File: config.mk
export PLATFORM = sky130hd
export DESIGN_NAME = decrementer16bit_seq
export DESIGN_NICKNAME = d
export VERILOG_FILES = /design/src/rtl/decrementer16bit_seq_pkg.sv /design/src/rtl/decrementer16bit_seq_full_subtractor.sv /design/src/rtl/decrementer16bit_seq.sv
export SDC_FILE = /design/constraint.sdc
export NUM_CORES = 1
export LEC_CHECK = 0
export BUFFER_PORTS_ARGS = -buffer_cell sky130_fd_sc_hd__buf_4
export CORE_UTILIZATION = 40
export DETAILED_ROUTE_END_ITERATION = 8
export REMOVE_ABC_BUFFERS = 1
export SYNTH_ARGS = -nofsm -noshare
export SYNTH_HDL_FRONTEND = slang
export SYNTH_SLANG_ARGS = --single-unit
File: constraint.sdc
create_clock -name clk -period 9.2 [get_ports clk]
set_input_delay 0.92 -clock clk [delete_from_list [all_inputs] [get_ports clk]]
set_output_delay 0.92 -clock clk [all_outputs]
set_load 0.005 [all_outputs]
File: src/rtl/decrementer16bit_seq_pkg.sv
// Shared definitions for the sequential decrementer: default width and FSM state encoding.
package decrementer16bit_seq_pkg;

  localparam int WIDTH_DEFAULT = 16;

  typedef enum logic [1:0] {
    IDLE  = 2'd0,
    COUNT = 2'd1,
    DONE  = 2'd2
  } state_t;

endpackage : decrementer16bit_seq_pkg

File: src/rtl/decrementer16bit_seq_full_subtractor.sv
// One-bit full subtractor built from gate primitives: d = a - b - bin, bout = borrow out.
module full_subtractor
  import decrementer16bit_seq_pkg::*;
(
  input  logic a,
  input  logic b,
  input  logic bin,
  output logic d,
  output logic bout
);

  logic a_xor_b_s;
  logic a_n_s;
  logic a_xnor_b_s;
  logic borrow_gen_s;
  logic borrow_prop_s;

  xor g_x0 (a_xor_b_s, a, b);
  xor g_x1 (d, a_xor_b_s, bin);
  not g_n0 (a_n_s, a);
  and g_a0 (borrow_gen_s, a_n_s, b);
  not g_n1 (a_xnor_b_s, a_xor_b_s);
  and g_a1 (borrow_prop_s, a_xnor_b_s, bin);
  or  g_o0 (bout, borrow_gen_s, borrow_prop_s);

endmodule : full_subtractor

File: src/rtl/decrementer16bit_seq.sv
// Loadable down-counter with IDLE/COUNT/DONE control; the decrement comes from a ripple borrow chain.
module decrementer16bit_seq
  import decrementer16bit_seq_pkg::*;
#(
  parameter int WIDTH = WIDTH_DEFAULT
) (
  input  logic             clk,
  input  logic             rst,
  input  logic             start,
  input  logic [WIDTH-1:0] din,
  input  logic             en,
  input  logic             abort,
  output logic [WIDTH-1:0] count,
  output logic             busy,
  output logic             zero,
  output logic             done
);

  localparam logic [WIDTH-1:0] ALL_ZERO = {WIDTH{1'b0}};
  localparam logic [WIDTH-1:0] ONE      = {{(WIDTH-1){1'b0}}, 1'b1};

  state_t           state_q, state_d;
  logic [WIDTH-1:0] count_q, count_d;
  logic [WIDTH-1:0] dec_s;
  logic [WIDTH-1:0] borrow_s;
  logic             bout_unused_s;

  // Borrow chain computing count_q - 1; the top borrow only matters for count 0, which never decrements.
  assign borrow_s[0] = 1'b0;
  for (genvar i = 0; i < WIDTH; i++) begin : g_chain
    localparam logic SUB_BIT = (i == 0) ? 1'b1 : 1'b0;
    logic bout_s;
    full_subtractor u_fs (
      .a    (count_q[i]),
      .b    (SUB_BIT),
      .bin  (borrow_s[i]),
      .d    (dec_s[i]),
      .bout (bout_s)
    );
    if (i < WIDTH - 1) begin : g_link
      assign borrow_s[i+1] = bout_s;
    end else begin : g_last
      assign bout_unused_s = bout_s;
    end
  end

  // Next-state and next-count logic
  always_comb begin
    state_d = state_q;
    count_d = count_q;
    case (state_q)
      IDLE: begin
        if (start) begin
          count_d = din;
          state_d = (din != ALL_ZERO) ? COUNT : DONE;
        end else begin
          state_d = IDLE;
        end
      end
      COUNT: begin
        if (abort) begin
          state_d = IDLE;
        end else if (en) begin
          count_d = dec_s;
          state_d = (count_q == ONE) ? DONE : COUNT;
        end else begin
          state_d = COUNT;
        end
      end
      DONE: begin
        state_d = IDLE;
      end
      default: begin
        state_d = IDLE;
      end
    endcase
  end

  // State and count registers with synchronous reset
  always_ff @(posedge clk) begin
    if (rst) begin
      state_q <= IDLE;
      count_q <= ALL_ZERO;
    end else begin
      state_q <= state_d;
      count_q <= count_d;
    end
  end

  assign count = count_q;
  assign busy  = (state_q == COUNT);
  assign done  = (state_q == DONE);
  assign zero  = (count_q == ALL_ZERO);

endmodule : decrementer16bit_seq

* Word level (Yosys, flattened, before mapping)
Cells that the tools add are included.
Storage, ports and cells: register bits 18, input port bits 21, output and inout port bits 19, word-level logic and storage cells 67
Cells by class: eq/ne operators 6, mux-type cells 10, bitwise logic cells 44, reductions and logical operators 5
Operator list (number):
- $mux 16 | 3
- $pmux 16 s2 | 1
- $eq 16x1->1 const B | 1
- $logic_not 16->1 | 1
- $reduce_bool 16->1 | 1
- $not 1->1 | 15
- $xor 1x1->1 | 15
- $and 1x1->1 | 14
- $mux 2 | 5
- $ne 2x2->1 const B | 3
- $pmux 2 s2 | 1
- $reduce_and 4->1 | 1
- $eq 2x1->1 const B | 1
- $eq 2x2->1 const B | 1
- $logic_not 2->1 | 1
- $reduce_bool 2->1 | 1

* Longest topological paths before layout
Gate-level depths: netlist of run 1.
word-level depth 19, gate-level depth with buffers 18, depth with buffers taken out 18

* By module
A second synthesis of run 1 with hierarchy kept.
Second synthesis, totals: cells, all modules 149, area, all modules 1462.7 um^2
Modules (own cells, without submodules):
- decrementer16bit_seq | times used 1, cells an instance 101, area an instance 1022.2 um^2, sequential area each 360.3 um^2
- full_subtractor | times used 16, cells an instance 3, area an instance 27.5 um^2, sequential area each 0.0 um^2

* Worst setup path after synthesis of run 1
OpenSTA, ideal clock, no wires.
kind register -> register, from reg count_q[0] (netlist: count[0]), to reg count_q[14] (netlist: count[14]), library setup time 86 ps, data arrival time 3413 ps, slack 5702 ps, stages on the path, launching flop included 19, buffers on the path 0, clock period less this slack 3498 ps, cell sequence dfxtp_1 inv_1 ha_1 ha_1 ha_1 ha_1 ha_1 ha_1 ha_1 ha_1 ha_1 ha_1 ha_1 ha_1 ha_1 ha_1 nor2_1 a211oi_1 a211oi_1
Between the ends: word-level cells in the longest chain between the ends 18
RTL lines:
- start, declared | line decrementer16bit_seq.sv:23 | logic [WIDTH-1:0] count_q, count_d;
- start signal, assigned | line decrementer16bit_seq.sv:86 | count_q <= count_d;
- $not 1->1 | line decrementer16bit_seq_full_subtractor.sv:20 | not g_n0 (a_n_s, a);
- $and 1x1->1 (13 in a row) | line decrementer16bit_seq_full_subtractor.sv:23 | and g_a1 (borrow_prop_s, a_xnor_b_s, bin);
- $xor 1x1->1 | line decrementer16bit_seq_full_subtractor.sv:19 | xor g_x1 (d, a_xor_b_s, bin);
- $mux 16 | line decrementer16bit_seq.sv:63 | end else if (en) begin
- $mux 16 | line decrementer16bit_seq.sv:61 | if (abort) begin
- $pmux 16 s2 | line decrementer16bit_seq.sv:51 | case (state_q)
Every way passes these cells. The select of a mux whose other input is x is not followed. A chain may end at the register's enable or synchronous reset.

* Worst setup path in the final report of run 1
Ends and elaborated chain as after synthesis.

==> results of run 1 <==
## power breakdown
part / switching [mW] / internal, mW / total [mW]
clock: 0.0246 / 0.0152 / 0.0399
sequential: 0.00695 / 0.0847 / 0.0916
combinational: 0.0338 / 0.0335 / 0.0673
## cells by family (layout without fill, tap and decap cells)
group / after synthesis / after routing / synth area share [%]
adders and majority gates: 15 / 15 / 14.37
AOI/OAI and AO/OA: 36 / 36 / 18.68
DFF: 18 / 18 / 27.59
buffers and inverters: 42 / 59 / 19.35
and+or+nand+nor: 48 / 48 / 20.02
## per-layer routing
| metal | share of wire (%) | track usage, % |
|---|---|---|
| met1 | 49 | 24.33 |
| met2 | 45 | 31.33 |
| met3 | 5.2 | 3.493 |
| met4 | 1.2 | 5.102 |
| met5 | 0 | 0 |
## critical path, cell delays in order (launching register included)
cell      delay [ns]
dfxtp_1         0.40
inv_1           0.07
ha_1            0.21
ha_1            0.18
ha_1            0.17
ha_1            0.18
ha_1            0.19
ha_1            0.19
ha_1            0.19
ha_1            0.20
ha_1            0.20
ha_1            0.20
ha_1            0.20
ha_1            0.19
ha_1            0.19
ha_1            0.28
nor2_1          0.10
a211oi_1        0.06
a211oi_1        0.25
## cells in the final DEF (no fill, tap or decap), drive strengths merged, types with 2 or more instances in the layout
cell type | synthesis | final
o21ai | 2 | 2
nand2 | 20 | 20
o211ai | 9 | 9
a21oi | 11 | 11
ha | 15 | 15
nand3 | 2 | 2
nor4 | 7 | 7
inv | 17 | 17
dfxtp | 18 | 18
clkbuf | 1 | 3
nor3b | 3 | 3
a211oi | 10 | 10
buf | 24 | 39
nand4 | 3 | 3
nor2 | 8 | 8
## final timing paths
kind | from | to | slack (ns) | depth (start not counted)
setup reg to reg | count[0] | count[14] | 5.44 | 18
hold reg to reg | count[1] | count[1] | 0.47 | 2
setup / recovery | count[0] | count[14] | 5.44 | 18
hold / removal | count[1] | count[1] | 0.47 | 2
## sequential cells by signal, indices dropped and copies added, names as in the netlist
signal   count
count       16
state_q      2
## final cells by class
| cell class | count | share of cell area, % |
|---|---|---|
| clock buffer | 3 | 1.514 |
| tap | 44 | 3.701 |
| multi-input combinational | 99 | 46.59 |
| inverter | 17 | 4.289 |
| sequential | 18 | 24.22 |
| timing repair buffer | 39 | 19.68 |
==> results.ini, run 1 <==
[global_routing]
grt_max_degree=22
track_usage_pct=18.62
grt_pass1_wl_mm=4.974
antenna_found_initial=0
overflow=0
grt_pass1_vias=1153

[critical_path]
critPathRequiredTime_ns=9.41
endpoint_kind=register
critPathKind=register to register
path_max_fanout=4
arrival_ns=3.97
cp-start-kind=register

[clock_network]
cts_made_buffers=3
cts_sinks=18
cts_setup_buffers=0
cts_hold_buf=0
cts_resized=0
clk_latency_ns=0.29
cts_tree=yes
clock-root-buffer=clkbuf_4
htree_num_levels=1
clk_pin_slew_ns=0.10
cts.path.max_buffers=2

[floorplan]
die_h_um=59.15
core_area_sq_um=3078
rows=20
io_pins=40
dieWidth_um=59.15
initial_core_util_pct=42.44
dieArea_sq_um=3498

[yosys]
syn-cell-area_sq_um=1306
synth-seq-cells=18
netlist.area_leader.share_pct=27.59
synth_top_cells_by_count=20 x nand2_1, 19 x buf_4, 18 x dfxtp_1
yosys.cell_types.count=30
netlist_instances=159
synthMostInstantiatedCell=nand2_1
yosysWarnings=0
avgSynthCellArea_sq_um=8.215
synth_edf_count=0
synthTopCellsByArea=dfxtp_1 28%, ha_1 14%, buf_4 11%
yosysTopAreaCell=dfxtp_1
synth_ff_type=dfxtp_1
synth_seq_area_share_pct=27.59
async_reset_ff_share_pct=0

[final_layout]
fin_util_pct=48.33
layoutNonFillerInstCount=220
antenna_cells=0
layout-drive-gt1-share_pct=27.84
final_area_sq_um=1488
syn_to_final_growth_pct=13.89
fill_cells=321
fin_nets=214
multi_input_area_sq_um=693.2
seq_area_sq_um=360.3

[place]
place_ws_ns=5.422
placed_area_sq_um=1465
routabilityCongestion=0.7890
port-buffer-count=39
place_hpwl_mm=2.268
dp_cells=217

[sta]
finalCriticalPeriod_ns=3.758
finalCritPeriodShare_pct=40.85
finalWorstSetupSlack_ns=5.442
whs_ns=0.4750
grt_setup_unrepaired=false
fmax_ghz=0.2661
worst-slew-pin-transition_ns=0.9112
worst_clock_skew_ns=0.006029
slew_headroom_pct=39.25
hold_violations=0
setup_viol=0
slew_viol_final=0
fin_tns_setup_ns=0

[min_path]
hold_path.class=register to register

[drt]
firstDrtPassIters=4
drt_iter0_markers=19
ant_nets=0
drc=0
post_drt_wl_per_cell_um=13.27
num_vias=1132
routed_wl_mm=2.920
viasPerCell=5.145

[power]
p_leak_nw=0.6267
power.total_mw=0.1988
ir_drop_uv=59.41
p_per_area_nw_per_um2=133.6

[run]
cap_violations=0

[outcome]
outcome=finished clean

Note: power is estimated with default switching activity, not from simulation.
==> run 2, diff against run 1 <==
--- a/config.mk
+++ b/config.mk
@@ -8,6 +8,7 @@
 export BUFFER_PORTS_ARGS = -buffer_cell sky130_fd_sc_hd__buf_4
 export CORE_UTILIZATION = 40
 export DETAILED_ROUTE_END_ITERATION = 8
+export PLACE_DENSITY = 0.67
 export REMOVE_ABC_BUFFERS = 1
 export SYNTH_ARGS = -nofsm -noshare
 export SYNTH_HDL_FRONTEND = slang
==> constraint.sdc (replaced) <==
create_clock -name clk -period 3.45 [get_ports clk]
set_input_delay 0.345 -clock clk [delete_from_list [all_inputs] [get_ports clk]]
set_output_delay 0.345 -clock clk [all_outputs]
set_load 0.005 [all_outputs]
==> run 2 against run 1 <==
Clock skew fell by 0.0034 ns. Setup slack got worse by 5.3 ns. Global-route usage is 0.27 points higher. Register-to-register slack got worse by 5.3 ns. Utilization is 3.9 points higher. Clock power rose to 2.7 times the previous value. Final cell count grew 1.8%. Critical path depth stayed put.
==> results.ini, run 2 (synthesis gave the netlist of run 1 again) <==
[floorplan]
die_h_um=59.15
core_area_sq_um=3078
initial_core_util_pct=42.44
dieArea_sq_um=3498
dieWidth_um=59.15
io_pins=40
rows=20

[outcome]
outcome=finished clean

[drt]
firstDrtPassIters=4
num_vias=1179
viasPerCell=5.263
routed_wl_mm=3.096
drc=0
ant_nets=0
drt_iter0_markers=34
post_drt_wl_per_cell_um=13.82

[clock_network]
cts_hold_buf=0
clk_pin_slew_ns=0.10
cts_sinks=18
cts_tree=yes
cts_made_buffers=3
htree_num_levels=1
clock-root-buffer=clkbuf_4
cts.path.max_buffers=2
clk_latency_ns=0.30

[power]
switching_share_pct=33.24
ir_drop_uv=231.7
combPwrFrac_pct=38.2
p_sw_mw=0.1888
p_per_area_nw_per_um2=353.3
p_int_mw=0.3792
sequentialPowerShare_pct=42.8
clkPwrFrac_pct=19.0
power.total_mw=0.5680
p_leak_nw=0.6380

[run]
cap_violations=0

[global_routing]
grt_pass1_wl_mm=4.899
overflow=0
grt_max_degree=22
track_usage_pct=18.89
grt_util_met3_pct=5.677
grt_pass1_vias=1077
antenna_found_initial=0
grt_use_met2_pct=30.36
busiest_layer=met2
use_met1_pct=23.60

[critical_path]
crit_start=count[0]
rr_startpoint=count[0]
critPathRequiredTime_ns=3.61
arrival_ns=3.47
path_max_fanout=2
reg2reg_depth=18
critPathKind=register to register
endpoint_kind=register
cp-start-kind=register

[min_path]
hold_path.class=primary input to register
min_from=din[0]
hold_depth=3

[sta]
finalCritPeriodShare_pct=95.83
worst-slew-pin-transition_ns=0.9696
slew_headroom_pct=35.36
setup_viol=0
worst_clock_skew_ns=0.002644
fmax_ghz=0.3025
grt_setup_unrepaired=false
whs_ns=0.3286
slew_viol_final=0
finalCriticalPeriod_ns=3.306
hold_violations=0

[final_layout]
layout_common_cells=43 x buf_4, 20 x nand2_1, 17 x inv_1
largest_register_ffs=16
fin_nets=218
layout_commonest_cell=buf_4
layout-drive-gt1-share_pct=40.00
antenna_cells=0
syn_to_final_growth_pct=23.08

[place]
port-buffer-count=39
routabilityCongestion=0.8735
place_hpwl_mm=2.290

## run 2: final cells by class
type | instances | area, sq um
Sequential cell | 18 | 362.8
Fill cell | 298 | 1470
Clock buffer | 3 | 22.52
Tap cell | 44 | 55.05
Inverter | 17 | 63.81
Multi-Input combinational cell | 99 | 780.7
Timing Repair Buffer | 43 | 322.8
## run 2: worst paths after layout
kind               end  slack [ns]
max          count[14]        0.14
min           count[0]        0.33
max reg2reg  count[14]        0.14
min reg2reg   count[3]        0.50
## run 2: metrics by stage
stage / cells / utilization (%) / cell area, sq um / setup slack (ns) / TNS [ns]
3_3_place_gp: 220 / 48.33 / 1488 / -0.1291 / -0.2108
4_1_cts: 223 / 50.20 / 1545 / 0.01656 / 0
3_5_place_dp: 220 / 48.33 / 1488 / -0.2686 / -0.5769
6_report: 224 / 52.24 / 1608 / 0.1437 / 0
5_1_grt: 224 / 52.24 / 1608 / 0.001155 / 0
2_1_floorplan: 134 / - / 1117 / -0.1064 / -0.1518
## run 2: repair_timing
action | in CTS | in global routing
gates resized for setup | 15 | 8
hold endpoints to repair | 0 | 0
setup endpoints to repair | 3 | 2
pin swaps | 4 | 2
buffers inserted | 0 | 1
## run 2: worst max-delay path: stages (launching register included)
cell and delay [ns]:
dfxtp_2 0.34, inv_1 0.05, ha_2 0.19, ha_2 0.16, ha_2 0.16, ha_2 0.16
ha_2 0.17, ha_2 0.18, ha_2 0.17, ha_2 0.17, ha_2 0.18, ha_2 0.20
ha_4 0.17, ha_4 0.16, ha_4 0.16, ha_4 0.26, nor2_2 0.03, a211oi_2 0.19
a211oi_2 0.05
## run 2: per-layer routing
layer / part of all wire (%) / routed length (um)
met4: 1.2 / 37
met2: 48 / 1484
met1: 44 / 1366
met3: 6.7 / 208
met5: 0 / 0
## run 2: power groups by stage
stage | Combinational, mW | Sequential, mW | Clock (mW)
3_5_place_dp | 0.187 | 0.247 | 0
5_1_grt | 0.245 | 0.246 | 0.122
3_3_place_gp | 0.181 | 0.247 | 0
2_1_floorplan | 0.100 | 0.247 | 0
4_1_cts | 0.194 | 0.243 | 0.117
6_report | 0.217 | 0.243 | 0.108
